==> config.mk <==
export PLATFORM = sky130hd
export DESIGN_NAME = rx_hdr_parse
export DESIGN_NICKNAME = d
export VERILOG_FILES = /design/src/rtl/eth_pkg.sv /design/src/rtl/rx_hdr_parse.sv
export SDC_FILE = /design/constraint.sdc
export NUM_CORES = 1
export LEC_CHECK = 0
export ABC_AREA = 1
export CAP_MARGIN = 40
export CORE_ASPECT_RATIO = 1.5
export CORE_MARGIN = 3
export CORE_UTILIZATION = 41
export CTS_BUF_LIST = sky130_fd_sc_hd__clkbuf_8
export DETAILED_ROUTE_END_ITERATION = 10
export GPL_ROUTABILITY_DRIVEN = 0
export PLACE_DENSITY = 0.81
export SYNTH_ARGS = -nofsm -noshare
export SYNTH_HDL_FRONTEND = slang
export SYNTH_SLANG_ARGS = --single-unit
==> constraint.sdc <==
create_clock -name clk -period 1.7 [get_ports clk]
set_input_delay 0.34 -clock clk [delete_from_list [all_inputs] [get_ports clk]]
set_output_delay 0.34 -clock clk [all_outputs]
set_load 0.01 [all_outputs]
==> src/rtl/eth_pkg.sv <==
// Ethernet framing constants and types shared by the TX splitter and RX length checker.
package eth_pkg;

  localparam int CNT_W = 16;
  localparam logic [CNT_W-1:0] MAX_PAYLOAD = 16'd1500;
  localparam logic [CNT_W-1:0] MIN_PAYLOAD = 16'd46;
  localparam int HDR_BYTES = 14;

  typedef enum logic [1:0] {
    IDLE,
    HDR,
    PAY,
    DRAIN
  } rx_state_e;

  typedef enum logic [2:0] {
    NONE     = 3'd0,
    RUNT     = 3'd1,
    LEN_TYPE = 3'd2,
    MISMATCH = 3'd3,
    MAC_ERR  = 3'd4,
    OVERRUN  = 3'd5
  } rx_err_e;

  function automatic logic [CNT_W-1:0] sat_inc(input logic [CNT_W-1:0] v);
    return (v == '1) ? v : v + 1'b1;
  endfunction

endpackage

==> src/rtl/rx_hdr_parse.sv <==
// Counts the Ethernet header bytes and captures the big-endian length field
// carried in the last two header bytes.
module rx_hdr_parse
  import eth_pkg::*;
(
  input  logic             clk,
  input  logic             rst_n,
  input  logic             beat,
  input  logic             hdr_phase,
  input  logic             clear,
  input  logic [7:0]       tdata,
  input  logic             tlast,
  output logic [CNT_W-1:0] len_field,
  output logic [CNT_W-1:0] len_next,
  output logic             hdr_done,
  output logic             runt
);

  localparam logic [3:0] LEN_MSB_IDX = 4'(HDR_BYTES - 2);
  localparam logic [3:0] LEN_LSB_IDX = 4'(HDR_BYTES - 1);

  logic [3:0] hdr_cnt;
  logic       hdr_beat;

  assign hdr_beat = beat & hdr_phase;
  assign hdr_done = hdr_beat & (hdr_cnt == LEN_LSB_IDX);
  assign runt     = hdr_beat & tlast;

  // Lets the caller range-check the length on the same beat that completes it.
  assign len_next = hdr_done ? {len_field[15:8], tdata} : len_field;

  always_ff @(posedge clk or negedge rst_n) begin
    if (!rst_n) begin
      hdr_cnt   <= '0;
      len_field <= '0;
    end else begin
      if (clear) begin
        hdr_cnt <= '0;
      end else if (hdr_beat) begin
        if (tlast || hdr_done) hdr_cnt <= '0;
        else                   hdr_cnt <= hdr_cnt + 4'd1;
      end
      if (hdr_beat && (hdr_cnt == LEN_MSB_IDX)) len_field[15:8] <= tdata;
      if (hdr_done)                             len_field[7:0]  <= tdata;
    end
  end

endmodule

==> results of run 1 <==
[Yosys cell counts (all sizes together)]
cell / n / area (µm²)
nand2: 48 / 182.7
dfrtp: 20 / 500.5
inv: 10 / 40.04
buf: 9 / 65.06
o21ai: 8 / 40.04
nor2: 6 / 46.29
nand3: 5 / 50.04
ha: 3 / 37.54
o21bai: 3 / 22.52
nand4: 2 / 12.51
[per-layer routing]
layer,track usage,up-vias
met4,0.1210,0
met3,0.02725,15
met1,0.2279,534
met5,0,-
li1,-,510
met2,0.4379,42
[worst max-delay path by stage]
stage                            from  slack, ns          end
2_1_floorplan  hdr_cnt[1]$_DFFE_PN0P_       0.21  len_next[0]
3_3_place_gp                     beat      -0.44  len_next[4]
3_5_place_dp                     beat      -0.49         runt
4_1_cts        hdr_cnt[1]$_DFFE_PN0P_      -0.16  len_next[3]
5_1_grt        hdr_cnt[1]$_DFFE_PN0P_      -0.30  len_next[3]
6_report       hdr_cnt[1]$_DFFE_PN0P_      -0.24  len_next[3]
[metrics by stage]
stage	instances	TNS (ns)	hold slack, ns
finish	215	-1.955	0.4038
global route	215	-2.630	0.4346
CTS	210	-1.412	0.4188
detailed placement	191	-4.571	0.4849
global placement	191	-4.135	0.4792
floorplan	114	0	0.04441
[state kept, by name (all words and copies together), names as in the netlist]
name       flops
len_field     16
hdr_cnt        4
[what timing repair did]
action / 4_1_cts / 5_1_grt
resized for setup: 54 / 20
setup endpoints to repair: 10 / 10
pin swaps: 9 / 7
buffers inserted: 14 / 6
gates cloned: 1 / 0
[kinds of logic (layout without fill, tap and decap cells)]
group                    after synthesis  in the layout
AND/OR/NAND/NOR                       61             62
flip-flops                            20             20
buffers and inverters                 19             96
AO/OA/AOI/OAI                         11             11
adder cells (fa/ha/maj)                3              3
[critical path, delay by kind of cell (launching register included)]
kind	cells	cell delay [ns]
simple gates	4	0.39
flops	1	0.40
fa+ha+maj	1	0.13
buf+inv	4	0.42
[where the power goes]
group	switching (W)	internal, W
sequential	0.0000145	0.000494
combinational	0.0000961	0.000126
clock	0.000174	0.000207
[area by class of cell]
cell class / instances / area (µm²)
tap: 23 / 28.78
fill: 147 / 431.7
timing repair buffer: 82 / 762.0
inverter: 10 / 45.04
sequential: 20 / 500.5
clock buffer: 4 / 55.05
multi-input combinational: 76 / 462.9
==> run metrics, run 1 <==
Total Routed Length=3.553 mm; final worst setup slack=-0.2367 ns; Achievable Freq=516.3 MHz; Met1 Routed Length=1.176 mm; Req. time, crit path=1.36 ns; Crit. End Element=primary output; die height=66.40 µm; Worst Setup Start Kind=register; layout cells sized above 1=0.3750; Final Hold Fails=0; RR Endpoint=len_field[6]$_DFFE_PN0P_; root buffer selected by CTS=clkbuf_8; Final nets=210; Die Width=46.27 µm; Initial Util=0.4362; H-tree levels=1; post-layout util=0.8112; Syn Std Cell Area=997.2 µm²; Final Cell Area=1854 µm²; hold buffer count at cts=0; detailed-placement wirelength estimate=2.124 mm; Power Density=599.1 nW/µm²; Worst-path clk slew=0.08 ns; max-cap viol count=0; status=finished, violations left; Tot GR Track Use=0.2321; peak supply drop=0.0005339 V; Max stage delay on crit path=0.40 ns; Hold Crit Class=input port to async pin; Max Used Layer=met4; Layout Skew=0.006708 ns; multiplexer share of the synthesized area=0; worst rel slew slack=0.8194; compound-cell area share of the yosys netlist=0.06274; DR DRC count=0; crit path cell chain=inv_2 > ha_4 > nand3_4 > nor2_4 > buf_6 > inv_8 > nand2_1 > nand2_1 > buf_2; fin crit share=1.139; worst slew pin tran=0.2709 ns; CTS tree=done; initial antenna violation count=0; Placed Area=1551 µm²; Diodes inserted=0; Syn Inst Count=114; RSZ-0062 raised after global routing=yes; IO Port Bufs=47; Post-Synth Simple-Gate Area=0.2923; fin. max-slew vios=0; Slowest cell on crit path=dfrtp_1; commonest non-fill, non-tap cell in the layout=clkdlybuf4s50_1; TritonCTS Buffers=3; Clock Tree Buf Depth=2; first-pass GRT wire length=5.002 mm; YS warnings=0; flops & latches, synth=20; Synth Area in Adders=0.03764; minimum clock period=1.937 ns; Core Area=2286 µm²; power after layout=0.001111 W; GRT overflow=0; drt initial violations=18; worst-skew pair later-pin latency=0.27 ns; R2R cell count=13; clk sinks=20; DR pass1 iterations=4; # IOs=48; Reg2Reg Setup Slack=-0.19 ns; routed wl met3=131 µm; Routed met2 length=2.104 mm; Avg WL per Cell=16.53 µm; average instance area after synthesis=8.747 µm²; Place WS=-0.4880 ns; row count=21; number of global-route vias before repair=1094; antenna-violating nets left=0; critical path class=register to primary output; die area=3072 µm²; largest net degree at the start of global routing=21; vias per cell=5.121; commonest non-fill, non-tap cells in the layout=clkdlybuf4s50_1 (35), nand2_1 (34), buf_4 (29); Critical Path AT=1.60 ns; sequential-to-total area share from yosys stat=0.5019; failing checks=negative setup slack; most frequent cell on the critical path=nand2_1; crit-path max FO=9; largest family of logic cells by synthesized area=simple AND/OR/NAND/NOR gates; area grow syn2layout=85.95%; post-synthesis xor/xnor area fraction=0; Final Setup Violations=10; reg-to-reg startpoint=hdr_cnt[1]$_DFFE_PN0P_; Leak Pwr=0.9488 nW; routed via count=1101; Unique masters post-synth=17; Syn Nets=131
No activity file was read; power rests on OpenSTA's default activity.
==> run 2, diff against run 1 <==
--- a/constraint.sdc
+++ b/constraint.sdc
@@ -3,2 +3,2 @@
 set_output_delay 0.34 -clock clk [all_outputs]
-set_load 0.01 [all_outputs]
+set_load 0.005 [all_outputs]
==> run 2 against run 1 <==
  * Non-clock buffer count up 8
  * Flip-flop and latch count unchanged
  * Setup slack worse by 0.013 ns
  * Sequential share of layout area down 1.8 points
  * Largest cell class unchanged
  * The flow still finishes with violations (negative setup slack)
  * Count of clock-buffer cells in the layout down 1
==> run metrics, run 2 (synthesis gave the netlist of run 1 again) <==
Die Width=46.27 µm (unchanged); DR DRC count=0 (unchanged); fin crit share=1.147 (+0.007720); failing checks=negative setup slack; fin. max-slew vios=0 (unchanged); vias per cell=5.354 (+4.6%); drt initial violations=35 (+17); hold buffer count at cts=0 (unchanged); RSZ-0062 raised after global routing=yes; worst slew pin tran=0.2714 ns (+0.0004444 ns); placed cells=191 (unchanged); crit-path max FO=3 (-6); Avg WL per Cell=19.51 µm (+18%); Final Hold Fails=0 (unchanged); H-tree levels=1 (unchanged); fin cells=223 (+3.7%); Tot GR Track Use=0.2589 (+0.02673); Final Cell Area=1991 µm² (+7.4%); Final Setup Violations=11 (+1); row count=21 (unchanged); detailed-placement wirelength estimate=2.131 mm (+0.32%); Core Area=2286 µm² (unchanged); # IOs=48 (unchanged); commonest non-fill, non-tap cells in the layout=clkdlybuf4s50_1 (35), nand2_1 (31), buf_4 (24); Total Routed Length=4.351 mm (+22%); post-layout util=0.8708 (+0.05966); Slowest cell on crit path=dfrtp_1; CP delay by family, top=buffers and inverters; Leak Pwr=1.027 nW (+8.3%); status=finished, violations left; Layout Skew=0.009136 ns (+0.002428 ns); die height=66.40 µm (unchanged); critical path class=register to primary output; largest net degree at the start of global routing=21 (unchanged); Max stage delay on crit path=0.39 ns (about the same); TritonCTS Buffers=3 (unchanged); final setup TNS=-1.881 ns (+0.07459 ns); layout cells sized above 1=0.4150 (+0.04000); GRT overflow=0 (unchanged); final worst setup slack=-0.2499 ns (-0.01312 ns); max reg flops=16 (unchanged); Layout fillers=99 (-33%); worst rel slew slack=0.8191 (about the same); Crit. End Element=primary output; root buffer selected by CTS=clkbuf_8; max-cap viol count=0 (unchanged); DR pass1 iterations=4 (unchanged); Power Density=617.2 nW/µm² (+3.0%); Diodes inserted=0 (unchanged); number of global-route vias before repair=1167 (+6.7%); initial antenna violation count=0 (unchanged); antenna-violating nets left=0 (unchanged); minimum clock period=1.950 ns (+0.01312 ns); Initial Util=0.4362 (unchanged); most frequent cell on the critical path=buf_6; Worst Setup Start Kind=register; crit path cell chain=inv_2 > ha_4 > nand3_4 > nor2_8 > buf_6 > buf_6 > nand2_4 > nand2_2 > buf_2; Place WS=-0.4421 ns (+0.04583 ns); worst-skew pair later-pin latency=0.26 ns (about the same); die area=3072 µm² (unchanged); Req. time, crit path=1.36 ns (about the same); Biggest register=len_field; Achievable Freq=512.9 MHz (-0.67%); routed via count=1194 (+8.4%); Critical Path AT=1.61 ns (about the same); commonest non-fill, non-tap cell in the layout=clkdlybuf4s50_1; Clock Tree Buf Depth=2 (unchanged); Worst-path clk slew=0.09 ns (about the same); biggest regs=len_field (16), hdr_cnt (4); clk sinks=20 (unchanged); peak supply drop=0.0005152 V (-3.5%); Placed Area=1551 µm² (unchanged); first-pass GRT wire length=5.706 mm (+14%); area grow syn2layout=99.62%; Final nets=218 (+3.8%); Hold Crit Class=input port to async pin; IO Port Bufs=47 (unchanged); CTS tree=done; CP Buf/Inv Count=4 (unchanged)
## run 2: metal layers
metal | track usage | share of wire | vias to the layer above
met3 | 0.03270 | 0.069 | 31
li1 | - | - | 523
met4 | 0.1103 | 0.062 | 0
met1 | 0.2784 | 0.31 | 562
met2 | 0.4741 | 0.56 | 78
met5 | 0 | 0 | -
## run 2: path summary, 6_finish.rpt
| path | endpoint | slack, ns | startpoint | depth (start not counted) |
|---|---|---|---|---|
| max | len_next[0] | -0.25 | hdr_cnt[1]$_DFFE_PN0P_ | 9 |
| min | len_field[0]$_DFFE_PN0P_ | 0.41 | rst_n | 2 |
| max reg2reg | len_field[5]$_DFFE_PN0P_ | -0.14 | hdr_cnt[0]$_DFFE_PN0P_ | 13 |
| min reg2reg | len_field[6]$_DFFE_PN0P_ | 0.51 | len_field[6]$_DFFE_PN0P_ | 2 |
| max in group asynchronous | len_field[13]$_DFFE_PN0P_ | 1.06 | rst_n | 2 |
| min in group clk | len_field[6]$_DFFE_PN0P_ | 0.51 | len_field[6]$_DFFE_PN0P_ | 2 |
## run 2: metrics by stage
stage / total power [W] / hold slack, ns
3_3_place_gp: 0.0006879 / 0.4787
3_5_place_dp: 0.0006951 / 0.4845
5_1_grt: 0.001265 / 0.4319
2_1_floorplan: 0.0005643 / 0.04441
4_1_cts: 0.001202 / 0.4270
6_report: 0.001229 / 0.4143
## run 2: final cells by class
| cell class | count | area [µm²] | area share |
|---|---|---|---|
| clock buffers | 3 | 41.29 | 0.02074 |
| clock inverters | 1 | 30.03 | 0.01508 |
| inverters | 10 | 42.54 | 0.02137 |
| multi-input cells | 76 | 493.0 | 0.2476 |
| flip-flops and latches | 20 | 500.5 | 0.2514 |
| well taps | 23 | 28.78 | 0.01446 |
| repair buffers | 90 | 854.6 | 0.4293 |
## run 2: where the power goes
| group | internal [W] | switching [W] | leakage, nW | total, W |
|---|---|---|---|---|
| logic | 0.000141 | 0.0000925 | 0.721 | 0.000233 |
| registers | 0.000494 | 0.0000141 | 0.270 | 0.000508 |
| clock network | 0.000315 | 0.000173 | 0.0357 | 0.000488 |
## run 2: worst register-to-register path, stage by stage, from the launching register on
cell	delay (ns)
dfrtp_1	0.42
ha_4	0.18
nand3_4	0.13
nor2_8	0.06
buf_6	0.12
buf_6	0.10
nand2_2	0.05
nand2_2	0.06
buf_4	0.13
buf_6	0.10
buf_6	0.10
buf_6	0.10
buf_6	0.10
buf_6	0.10
## run 2: what timing repair did
action,CTS,global route
cloned,1,0
pin swaps,9,7
endpoints found under the hold margin,0,0
endpoints found under the setup margin,10,11
resized for setup,70,23
setup buffers,24,10
